### src/rtl/counter_seq_ctrl.sv
// ----------------------------------------------------------------------------
// counter_seq_ctrl
//   Command-driven up/down counter with a prescaler. Commands arrive over a
//   valid/ready handshake and walk the controller through IDLE, LOAD, RUN
//   and PAUSE. When the count reaches its terminal value it either reloads
//   (periodic mode) or stops and returns to IDLE (one-shot mode). Each
//   terminal event produces a one-cycle tick_done pulse and sets a sticky irq.
//
// Parameters
//   N : counter width in bits
//   P : prescaler width in bits
//
// Ports
//   clk          in   system clock, rising edge
//   reset_n      in   asynchronous active-low reset
//   cmd_valid    in   command request
//   cmd_ready    out  command accept (low only in LOAD)
//   cmd_op       in   00 START, 01 STOP, 10 RESUME, 11 ABORT
//   cfg_load     in   start/reload value, captured on START
//   cfg_up       in   1 count up, 0 count down, captured on START
//   cfg_periodic in   1 periodic, 0 one-shot, captured on START
//   cfg_presc    in   prescale value, captured on START
//   irq_clr      in   clears irq
//   q            out  current count
//   busy         out  high whenever the controller is not IDLE
//   tick_done    out  one-cycle terminal-count pulse
//   irq          out  sticky terminal-count flag
// ----------------------------------------------------------------------------
module counter_seq_ctrl #(
  parameter int N = 8,
  parameter int P = 4
) (
  input  logic         clk,
  input  logic         reset_n,
  input  logic         cmd_valid,
  output logic         cmd_ready,
  input  logic [1:0]   cmd_op,
  input  logic [N-1:0] cfg_load,
  input  logic         cfg_up,
  input  logic         cfg_periodic,
  input  logic [P-1:0] cfg_presc,
  input  logic         irq_clr,
  output logic [N-1:0] q,
  output logic         busy,
  output logic         tick_done,
  output logic         irq
);

  typedef enum logic [1:0] {
    ST_IDLE  = 2'b00,
    ST_LOAD  = 2'b01,
    ST_RUN   = 2'b10,
    ST_PAUSE = 2'b11
  } state_t;

  localparam logic [1:0] OP_START  = 2'b00;
  localparam logic [1:0] OP_STOP   = 2'b01;
  localparam logic [1:0] OP_RESUME = 2'b10;
  localparam logic [1:0] OP_ABORT  = 2'b11;

  localparam logic [N-1:0] CNT_ONE = {{(N-1){1'b0}}, 1'b1};
  localparam logic [P-1:0] PSC_ONE = {{(P-1){1'b0}}, 1'b1};

  state_t         state_q,   state_d;
  logic [N-1:0]   cnt_q,     cnt_d;
  logic [P-1:0]   pcnt_q,    pcnt_d;
  logic [N-1:0]   ld_q,      ld_d;
  logic           up_q,      up_d;
  logic           per_q,     per_d;
  logic [P-1:0]   presc_q,   presc_d;
  logic           tick_q,    tick_d;
  logic           irq_q,     irq_d;

  logic           xfer;
  logic           irq_set;
  logic [N-1:0]   term_val;

  // Terminal value depends on the latched direction.
  function automatic logic [N-1:0] terminal_of(input logic up);
    return up ? {N{1'b1}} : {N{1'b0}};
  endfunction

  // Non-terminal step: modulo-2^N increment or decrement.
  function automatic logic [N-1:0] next_count(input logic [N-1:0] cur,
                                              input logic         up);
    return up ? (cur + CNT_ONE) : (cur - CNT_ONE);
  endfunction

  assign cmd_ready = (state_q != ST_LOAD);
  assign busy      = (state_q != ST_IDLE);
  assign xfer      = cmd_valid && cmd_ready;
  assign term_val  = terminal_of(up_q);

  always_comb begin
    state_d = state_q;
    cnt_d   = cnt_q;
    pcnt_d  = pcnt_q;
    ld_d    = ld_q;
    up_d    = up_q;
    per_d   = per_q;
    presc_d = presc_q;
    tick_d  = 1'b0;
    irq_set = 1'b0;

    unique case (state_q)
      ST_IDLE: begin
        if (xfer) begin
          if (cmd_op == OP_START) begin
            ld_d    = cfg_load;
            up_d    = cfg_up;
            per_d   = cfg_periodic;
            presc_d = cfg_presc;
            state_d = ST_LOAD;
          end else if (cmd_op == OP_ABORT) begin
            cnt_d  = '0;
            pcnt_d = '0;
          end
        end
      end

      // Single-cycle load; cmd_ready is low here so no command can arrive.
      ST_LOAD: begin
        cnt_d   = ld_q;
        pcnt_d  = '0;
        state_d = ST_RUN;
      end

      ST_RUN: begin
        // Any accepted command owns this edge: counting and prescaling
        // are frozen so STOP preserves the prescaler phase exactly.
        if (xfer) begin
          if (cmd_op == OP_STOP) begin
            state_d = ST_PAUSE;
          end else if (cmd_op == OP_ABORT) begin
            state_d = ST_IDLE;
            cnt_d   = '0;
            pcnt_d  = '0;
          end
        end else if (pcnt_q == presc_q) begin
          pcnt_d = '0;
          if (cnt_q == term_val) begin
            tick_d  = 1'b1;
            irq_set = 1'b1;
            if (per_q) begin
              cnt_d = ld_q;
            end else begin
              state_d = ST_IDLE;
            end
          end else begin
            cnt_d = next_count(cnt_q, up_q);
          end
        end else begin
          pcnt_d = pcnt_q + PSC_ONE;
        end
      end

      ST_PAUSE: begin
        if (xfer) begin
          if (cmd_op == OP_RESUME) begin
            state_d = ST_RUN;
          end else if (cmd_op == OP_ABORT) begin
            state_d = ST_IDLE;
            cnt_d   = '0;
            pcnt_d  = '0;
          end
        end
      end

      default: state_d = ST_IDLE;
    endcase

    // Set wins over a simultaneous clear.
    irq_d = irq_set | (irq_q & ~irq_clr);
  end

  always_ff @(posedge clk or negedge reset_n) begin
    if (!reset_n) begin
      state_q <= ST_IDLE;
      cnt_q   <= '0;
      pcnt_q  <= '0;
      ld_q    <= '0;
      up_q    <= 1'b0;
      per_q   <= 1'b0;
      presc_q <= '0;
      tick_q  <= 1'b0;
      irq_q   <= 1'b0;
    end else begin
      state_q <= state_d;
      cnt_q   <= cnt_d;
      pcnt_q  <= pcnt_d;
      ld_q    <= ld_d;
      up_q    <= up_d;
      per_q   <= per_d;
      presc_q <= presc_d;
      tick_q  <= tick_d;
      irq_q   <= irq_d;
    end
  end

  assign q         = cnt_q;
  assign tick_done = tick_q;
  assign irq       = irq_q;

endmodule
### config.mk
export PLATFORM = sky130hd
export DESIGN_NAME = counter_seq_ctrl
export DESIGN_NICKNAME = d
export VERILOG_FILES = /design/src/rtl/counter_seq_ctrl.sv
export SDC_FILE = /design/constraint.sdc
export NUM_CORES = 1
export LEC_CHECK = 0
export BUFFER_PORTS_ARGS = -buffer_cell sky130_fd_sc_hd__buf_2
export CAP_MARGIN = 20
export CORE_UTILIZATION = 40
export DETAILED_ROUTE_END_ITERATION = 10
export GPL_ROUTABILITY_DRIVEN = 1
export HOLD_SLACK_MARGIN = 0.02
export PLACE_DENSITY_LB_ADDON = 0.25
export REMOVE_ABC_BUFFERS = 1
export SYNTH_ARGS = -nofsm -noshare
export SYNTH_HDL_FRONTEND = slang
export SYNTH_SLANG_ARGS = --single-unit
### constraint.sdc
create_clock -name clk -period 3.89 [get_ports clk]
set_input_delay 0.389 -clock clk [delete_from_list [all_inputs] [get_ports clk]]
set_output_delay 0.389 -clock clk [all_outputs]
set_load 0.02 [all_outputs]
======== After elaboration in Yosys (flattened, before gate mapping) ========
Cells that the tools add are included.
cells by class
  $add $sub $neg .......................... 3
  equal/unequal tests ..................... 19
  multiplexer cells ....................... 37
  bitwise gates (word level) .............. 3
  reductions and logical operators ........ 8
operator list
  cell                                                                    count
  8-bit two-way mux                                                       12
  4-bit two-way mux                                                       8
  8-bit one-hot mux with 4 select lines                                   1
  2-bit two-way mux                                                       10
  4-bit one-hot mux with 4 select lines                                   1
  3-bit != test (second input constant)                                   4
  2-bit != test (second input constant)                                   5
  8-bit by 1-bit adder with 8-bit output (second input constant)          1
  2-bit equality test (second input constant)                             4
  8-bit equality test                                                     1
  2-bit one-hot mux with 4 select lines                                   1
  8-bit by 1-bit subtractor with 8-bit output (second input constant)     1
  7-bit AND reduction                                                     1
  6-bit AND reduction                                                     1
  5-bit AND reduction                                                     1
  4-bit by 1-bit adder with 4-bit output (second input constant)          1
  2-bit by 1-bit equality test with 1-bit output (second input constant)  2
  4-bit equality test                                                     1
  2-bit zero test                                                         2
  1-bit two-way mux                                                       4
  4-bit != test (second input constant)                                   1
  3-bit AND reduction                                                     1
  2-bit by 1-bit != test with 1-bit output (second input constant)        1
  2-bit nonzero test                                                      1
  other kinds (4)                                                         4
word-level totals
  register bits after elaboration ......... 30
  bits of input ports ..................... 20
  output and inout port bits .............. 12

======== Longest topological paths before layout ========
Gate-level depths: netlist of the first run.
  depth after elaboration ................. 7
  depth in mapped cells ................... 9
  gate-level depth less buffers ........... 8

======== Worst setup path before layout of the first run ========
Ideal clock, no wire load.
  path kind ............................... reg2reg
  start point ............................. register state_q[1]
  end point ............................... register cnt_q[0] (netlist: q[0])
  arrival ................................. 2251 ps
  data required time ...................... 3763 ps
  setup slack ............................. 1512 ps
  stages on the path, launching flop included .. 9
  clock period less this slack ............ 2378 ps
  cell sequence ........................... dfrtp_1 inv_1 ha_1 and2b_1 o21ai_0 a222oi_1 nand2_2 or2_1 o2bb2ai_1
on the way
  word-level cells in the longest chain between the ends .. 4
  elaborated cells between the ends (all ways) .. 16
  classes of those cells .................. eq/ne: 11; mux: 2; reduce/logical: 3
ends and longest elaborated chain
  what                                                                                           line  text
  start: declaration                                                                             64    state_t state_q, state_d;
  start signal: assignment                                                                       188   state_q <= state_d;
  2-bit by 1-bit != test with 1-bit output                                                       89    assign cmd_ready = (state_q != ST_LOAD);
  1-bit logical AND                                                                              91    assign xfer = cmd_valid && cmd_ready;
  4-bit != test (no line) (tied with other cells)                                                --
  7-bit AND reduction (no line) / 8-bit one-hot mux with 4 select lines (equally long branches)  --
  end signal: assignment                                                                         189   cnt_q <= cnt_d;
  end: declaration                                                                               65    logic [N-1:0] cnt_q, cnt_d;
Several ways; a longest one is shown, not always the timed one.
A chain may end at the register's enable or synchronous reset.

======== Worst setup path in the final report of the first run ========
Same ends and word-level chain as after synthesis.

==> implementation parameters, run 1 <==
Parameter                              Value

Run status
  Outcome ... finished, final reports clean

Drt
  Average wire length per cell after detail routing ... 15.9 um
  Average via count per standard cell ... 5.80
  Count of routing violations after the opening detailed-route iteration ... 138
  Via count ... 1886
  Remaining number of nets flagged by the antenna check after routing ... 0
  DR DRC count ... 0
  Length of the first detailed-routing pass in iterations ... 5
  Final Routed Wirelength ... 5170 um

Cells and area
  Layout cell share with drive strength beyond 1 ... 21.7%
  Final instance count without filler cells ... 325
  Relative area change from synthesis to final layout ... 14.3%
  Most frequent cells in the layout ... sky130_fd_sc_hd__buf_2, sky130_fd_sc_hd__dfrtp_1, sky130_fd_sc_hd__nand2_1
  Antenna diode count ... 0
  Most common library cell in the layout ignoring fill and taps ... sky130_fd_sc_hd__buf_2
  Net count reported at finish ... 290

Die
  Placeable core area ... 0.00485 mm2
  Initial Utilization ... 42.7%
  Core Rows ... 25
  Die width ... 73.9 um
  Floorplan die height ... 73.9 um
  Die Area ... 0.00547 mm2
  Top-Level Pins ... 32

Global routing
  GR Overflow Total ... 0
  Initial antenna violation count ... 0
  All-layer global routing usage ... 20.9%
  Maximum number of pins on one net before global-route repair ... 31
  Number of global-route vias before repair ... 1770
  First-pass GRT wire length ... 8640 um

Clocking
  Clock latency reported for the late side of the worst-skew pair ... 0.28 ns
  TritonCTS clock tree ... built
  Count of buffers added by post-CTS timing repair for setup ... 0
  Root Driver ... sky130_fd_sc_hd__clkbuf_8
  Number of buffers added by the clock tree synthesis step ... 5
  CTS hold repair buffers ... 0
  CTS H-tree lvls ... 2
  Number of clock sinks ... 30
  CTS Buffer Depth ... 2
  Gates resized, CTS repair ... 0
  CTS clock-pin slew for the worst setup and hold paths ... 0.07 ns

Pwr
  Maximum VDD drop ... 370 uV
  Pwr per Cell Area ... 898 mW/mm2
  Leakage ... 0.00107 uW

Yosys
  Yosys Warn Count ... 0
  Total of flip-flops plus latches after synthesis ... 30
  Number of flops mapped to enable cells by yosys ... 0
  Main synth FF type ... sky130_fd_sc_hd__dfrtp_1
  FFs w/ async S/R, synth ... 100%
  Share of synthesized area occupied by flip-flops and latches ... 36.3%
  Simple-Gate Fraction of Synth Area ... 15.4%
  Combinational family with the most area after synthesis ... compound AO/OA/AOI/OAI gates
  Area of the mapped netlist ... 0.00207 mm2
  Xor and xnor area share after synthesis ... 3.39%
  Synthesized-area fraction occupied by ao, oa, aoi and oai cells ... 25.2%
  Number of library cell types mapped by synthesis ... 53
  Adder-cell share of the synthesized area ... 7.62%
  Post-synthesis cell count ... 228
  Mux contribution to synthesized area ... 8.10%
  Syn avg cell area ... 9.08 um2

Worst setup path
  Crit path launch type ... flip-flop
  Nature of the critical path endpoint ... flip-flop
  Max stage delay cell, worst path ... sky130_fd_sc_hd__and2b_1
  Data arrival at the endpoint of the critical path ... 2.84 ns
  Largest delay share family, worst path ... simple AND/OR/NAND/NOR gates
  Setup CP Type ... flip-flop to flip-flop
  Endpoint required time on the critical path ... 4.05 ns
  Biggest cell delay along the critical path ... 0.49 ns
  Largest fanout of any net on the critical path ... 13
  List of cells traversed by the critical path ... inv_1 > ha_1 > and2b_1 > o21ai_0 > a222oi_1 > buf_4 > nand2_2 > or2_1 > o2bb2ai_1
  Worst Path Buf+Inv ... 2

STA
  Number of max-slew violations in the final report ... 0
  Headroom to the max-slew limit ... 50.0%
  Min Tclk post-route ... 2.69 ns
  Highest Clock Rate ... 372 MHz
  Unrepaired setup endpoints after global routing ... no
  Hold violation total from the final report ... 0
  Part of the cycle the worst path needs ... 69.0%
  # setup viols final ... 0
  Worst-case clock skew ... 0.00657 ns
  Setup total negative slack ... 0 ns
  Slew at the pin with the worst max-slew slack ... 0.749 ns

Place
  Post-detailed-placement half-perimeter wirelength ... 3850 um
  Port Buffers ... 31
  Gp weighted congestion ... 0.866
  Placed Cells incl. Taps ... 318

Run
  Count of maximum capacitance violations ... 0

Hold path
  Worst Hold Class ... primary input to async pin
==> final timing paths <==
check | from | end | slack (ns) | cells past startpoint
max | state_q[1] | q[0] | 1.20 | 9
max in group asynchronous | reset_n | q[4] | 3.31 | 1
min reg2reg | irq | irq | 0.48 | 1
min | reset_n | presc_q[3] | 0.15 | 1
max reg2reg | state_q[1] | q[0] | 1.20 | 9
min in group clk | cfg_load[3] | ld_q[3] | 0.34 | 2
==> cells by family (layout without fill, tap and decap cells) <==
| kind of cell | after synthesis | after routing |
|---|---|---|
| AOI/OAI and AO/OA | 78 | 78 |
| xor gates and xnor gates | 8 | 8 |
| and+or+nand+nor | 63 | 63 |
| muxes | 15 | 15 |
| buffers and inverters | 22 | 52 |
| adders and majority gates | 12 | 12 |
| DFF | 30 | 30 |
==> report_power, final <==
| part | switching [uW] | internal (uW) |
|---|---|---|
| Clock | 124 | 122 |
| Sequential | 133 | 437 |
| Combinational | 757 | 550 |
==> metrics by stage <==
step	setup slack [ns]	hold WS, ns	total power, uW	utilization, %	cell area [um2]
floorplan	1.32	0.0934	1520	-	2030
global placement	1.25	0.461	1860	47.0	2280
detailed placement	1.25	0.469	1870	47.0	2280
CTS	1.21	0.165	2120	48.8	2360
global route	1.05	0.211	2310	48.8	2360
finish	1.20	0.148	2120	48.8	2360
==> metal layers <==
metal,vias to the layer above,global-route usage [%],routed length [um]
met3,8,3.66,248
met4,0,7.26,71
li1,925,-,-
met2,51,30.3,2270
met1,902,31.3,2580
met5,-,0,0
==> sequential cells by signal, summed over array words and instances, names as in the netlist <==
| signal | cells |
|---|---|
| pcnt_q | 4 |
| presc_q | 4 |
| state_q | 2 |
| q | 8 |
| per_q | 1 |
| ld_q | 8 |
| tick_done | 1 |
| irq | 1 |
| up_q | 1 |
==> synth_stat cells (2+ instances only) <==
master | n | area, um2
sky130_fd_sc_hd__a2111oi_0 | 2 | 17.5
sky130_fd_sc_hd__a211o_1 | 2 | 17.5
sky130_fd_sc_hd__a211oi_1 | 3 | 22.5
sky130_fd_sc_hd__a21o_1 | 4 | 30.0
sky130_fd_sc_hd__a21oi_1 | 16 | 80.1
sky130_fd_sc_hd__a22o_1 | 2 | 17.5
sky130_fd_sc_hd__a2bb2oi_1 | 2 | 17.5
sky130_fd_sc_hd__a311oi_1 | 2 | 17.5
sky130_fd_sc_hd__a31oi_1 | 2 | 12.5
sky130_fd_sc_hd__and2_1 | 2 | 12.5
sky130_fd_sc_hd__and3_1 | 3 | 18.8
sky130_fd_sc_hd__clkbuf_1 | 8 | 30.0
sky130_fd_sc_hd__dfrtp_1 | 30 | 751
sky130_fd_sc_hd__ha_1 | 11 | 138
sky130_fd_sc_hd__inv_1 | 13 | 48.8
sky130_fd_sc_hd__mux2_2 | 14 | 158
sky130_fd_sc_hd__nand2_1 | 23 | 86.3
sky130_fd_sc_hd__nand3_1 | 11 | 55.1
sky130_fd_sc_hd__nand4_1 | 3 | 18.8
sky130_fd_sc_hd__nor2_1 | 6 | 22.5
sky130_fd_sc_hd__nor3_1 | 3 | 15.0
sky130_fd_sc_hd__o21ai_0 | 18 | 90.1
sky130_fd_sc_hd__o21bai_1 | 2 | 15.0
sky130_fd_sc_hd__o22ai_1 | 6 | 37.5
sky130_fd_sc_hd__o2bb2ai_1 | 4 | 35.0
sky130_fd_sc_hd__o31ai_1 | 3 | 22.5
sky130_fd_sc_hd__xnor2_1 | 6 | 52.6
sky130_fd_sc_hd__xor2_1 | 2 | 17.5
==> area by class of cell <==
cell class / instances / area [um2]
Tap cell: 67 / 83.8
Inverter: 13 / 48.8
Multi-Input combinational cell: 176 / 1230
Clock buffer: 5 / 68.8
Fill cell: 480 / 2480
Clock inverter: 2 / 15.0
Sequential cell: 30 / 751
Timing Repair Buffer: 32 / 163
(Power assumes the default switching activity.)
==> inputs of run 2 (changes only) <==
==> constraint.sdc (replaced) <==
create_clock -name clk -period 2.4 [get_ports clk]
set_input_delay 0.24 -clock clk [delete_from_list [all_inputs] [get_ports clk]]
set_output_delay 0.24 -clock clk [all_outputs]
set_load 0.02 [all_outputs]
==> implementation parameters, run 2 (synthesized netlist as in run 1, its figures left out) <==
Parameter                              Value

Die
  Die width ... 73.9 um (unchanged)
  Top-Level Pins ... 32 (unchanged)
  Floorplan die height ... 73.9 um (unchanged)
  Core Rows ... 25 (unchanged)
  Initial Utilization ... 42.7% (unchanged)
  Placeable core area ... 0.00485 mm2 (unchanged)
  Die Area ... 0.00547 mm2 (unchanged)

Run
  Count of maximum capacitance violations ... 0 (unchanged)

Drt
  Via count ... 2034 (was 1886)
  Average wire length per cell after detail routing ... 16.0 um (was 15.9 um)
  Final Routed Wirelength ... 5650 um (was 5170 um)
  Remaining number of nets flagged by the antenna check after routing ... 0 (unchanged)
  DR DRC count ... 0 (unchanged)
  Count of routing violations after the opening detailed-route iteration ... 174 (was 138)
  Average via count per standard cell ... 5.76 (was 5.80)
  Length of the first detailed-routing pass in iterations ... 5 (unchanged)

Cells and area
  Most common library cell in the layout ignoring fill and taps ... sky130_fd_sc_hd__buf_2 (unchanged)
  Final instance count without filler cells ... 353 (was 325)
  Layout cell share with drive strength beyond 1 ... 35.3% (was 21.7%)
  Sequential Area ... 751 um2 (unchanged)
  Most frequent cells in the layout ... sky130_fd_sc_hd__buf_2, sky130_fd_sc_hd__dfrtp_1, sky130_fd_sc_hd__buf_4 (was sky130_fd_sc_hd__buf_2, sky130_fd_sc_hd__dfrtp_1, sky130_fd_sc_hd__nand2_1)
  Antenna diode count ... 0 (unchanged)
  Net count reported at finish ... 318 (was 290)
  Final-layout fill cell count ... 445 (was 480)
  Area taken by multi-input logic gates ... 0.00137 mm2 (was 0.00123 mm2)
  Relative area change from synthesis to final layout ... 32.0% (was 14.3%)

Worst setup path
  Cell occurring most often along the worst timing path ... sky130_fd_sc_hd__a21oi_1
  Crit path launch type ... flip-flop (unchanged)
  Setup CP Type ... flip-flop to flip-flop (unchanged)
  Endpoint required time on the critical path ... 2.58 ns (was 4.05 ns)
  Max stage delay cell, worst path ... sky130_fd_sc_hd__a2111oi_0 (was sky130_fd_sc_hd__and2b_1)
  Data arrival at the endpoint of the critical path ... 2.49 ns (was 2.84 ns)
  Largest fanout of any net on the critical path ... 7 (was 13)
  List of cells traversed by the critical path ... clkinvlp_4 > buf_12 > ha_4 > buf_4 > a21oi_1 > o21ai_0 > a2111oi_0 > a22o_1 > a21oi_1 > a21o_1 (was inv_1 > ha_1 > and2b_1 > o21ai_0 > a222oi_1 > buf_4 > nand2_2 > or2_1 > o2bb2ai_1)
  Nature of the critical path endpoint ... flip-flop (unchanged)
  Biggest cell delay along the critical path ... 0.46 ns (was 0.49 ns)

Hold path
  Worst Hold Class ... primary input to flip-flop (was primary input to async pin)

STA
  Highest Clock Rate ... 433 MHz (was 372 MHz)
  # setup viols final ... 0 (unchanged)
  Part of the cycle the worst path needs ... 96.3% (was 69.0%)
  Slew at the pin with the worst max-slew slack ... 0.653 ns (was 0.749 ns)
  Worst-case clock skew ... 0.00699 ns (was 0.00657 ns)
  Headroom to the max-slew limit ... 56.5% (was 50.0%)
  Min Tclk post-route ... 2.31 ns (was 2.69 ns)
  Number of max-slew violations in the final report ... 0 (unchanged)
  Setup total negative slack ... 0 ns (unchanged)
  Hold violation total from the final report ... 0 (unchanged)

Clocking
  Root Driver ... sky130_fd_sc_hd__clkbuf_8 (unchanged)
  TritonCTS clock tree ... built (unchanged)
  CTS clock-pin slew for the worst setup and hold paths ... 0.07 ns (about the same)
  Number of clock sinks ... 30 (unchanged)
  Number of buffers added by the clock tree synthesis step ... 5 (unchanged)
  CTS Buffer Depth ... 2 (unchanged)
  Clock latency reported for the late side of the worst-skew pair ... 0.29 ns (was 0.28 ns)
  CTS H-tree lvls ... 2 (unchanged)

Place
  Gp weighted congestion ... 0.839 (was 0.866)
  Port Buffers ... 31 (unchanged)
  Placed Cells incl. Taps ... 339 (was 318)
  Post-detailed-placement half-perimeter wirelength ... 4060 um (was 3850 um)

Global routing
  GR Overflow Total ... 0 (unchanged)
  All-layer global routing usage ... 22.3% (was 20.9%)
  Maximum number of pins on one net before global-route repair ... 31 (unchanged)
  Initial antenna violation count ... 0 (unchanged)
  First-pass GRT wire length ... 9240 um (was 8640 um)
  Number of global-route vias before repair ... 1954 (was 1770)

Pwr
  Leakage ... 0.00122 uW (was 0.00107 uW)
  Pwr per Cell Area ... 1500 mW/mm2 (was 898 mW/mm2)
  Maximum VDD drop ... 577 uV (was 370 uV)

Run status
  Outcome ... finished, final reports clean (unchanged)
## run 2: path summary, 6_finish.rpt
path                                  start      end  slack [ns]  cells after the start
worst max-delay path                   up_q     q[5]        0.09                     10
worst min-delay path            cfg_load[6]  ld_q[6]        0.18                      2
worst max register to register         up_q     q[5]        0.09                     10
worst min register to register          irq      irq        0.48                      1
max in group asynchronous           reset_n     q[4]        1.45                      2
min in group asynchronous           reset_n     q[3]        0.52                      2
## run 2: final cells by class
class / count / share of cell area, %
multi-input combinational: 176 / 50.3
sequential: 30 / 27.5
timing repair buffer: 60 / 14.2
tap: 67 / 3.07
clock buffer: 5 / 2.52
inverter: 13 / 1.92
clock inverter: 2 / 0.550
## run 2: per-stage QoR
step / total power (uW) / setup slack, ns / instance area, um2 / utilization (%) / hold WS, ns
global route: 4410 / -0.00770 / 2730 / 56.3 / 0.180
floorplan: 2470 / -0.166 / 2030 / - / -0.0556
CTS: 3670 / 0.0952 / 2530 / 52.2 / 0.178
finish: 4100 / 0.0880 / 2730 / 56.3 / 0.184
detailed placement: 3260 / 0.111 / 2440 / 50.3 / 0.316
global placement: 3230 / 0.0871 / 2440 / 50.3 / 0.310
## run 2: per-layer routing
metal / track usage (%) / vias to the layer above / part of all wire [%]
li1: - / 977 / -
met1: 30.5 / 968 / 46
met2: 34.5 / 77 / 47
met3: 4.47 / 12 / 5.1
met4: 9.19 / 0 / 1.8
met5: 0 / - / 0
## run 2: worst max-delay path, delay by kind of cell (launching register included)
kind / cells / cell delay, ns
buffers and inverters: 3 / 0.43
AOI/OAI and AO/OA: 6 / 1.17
adders and majority gates: 1 / 0.22
DFF: 1 / 0.40
## run 2: report_power, final
part	internal, uW	switching (uW)
clock	198	203
combinational	1330	1460
sequential	708	197
total	2230	1860
## run 2: what timing repair did
item / 4_1_cts / 5_1_grt
hold buffers: 1 / 0
buffers inserted: 0 / 6
endpoints found under the hold margin: 30 / 0
endpoints found under the setup margin: 0 / 10
gates resized for setup: 0 / 21
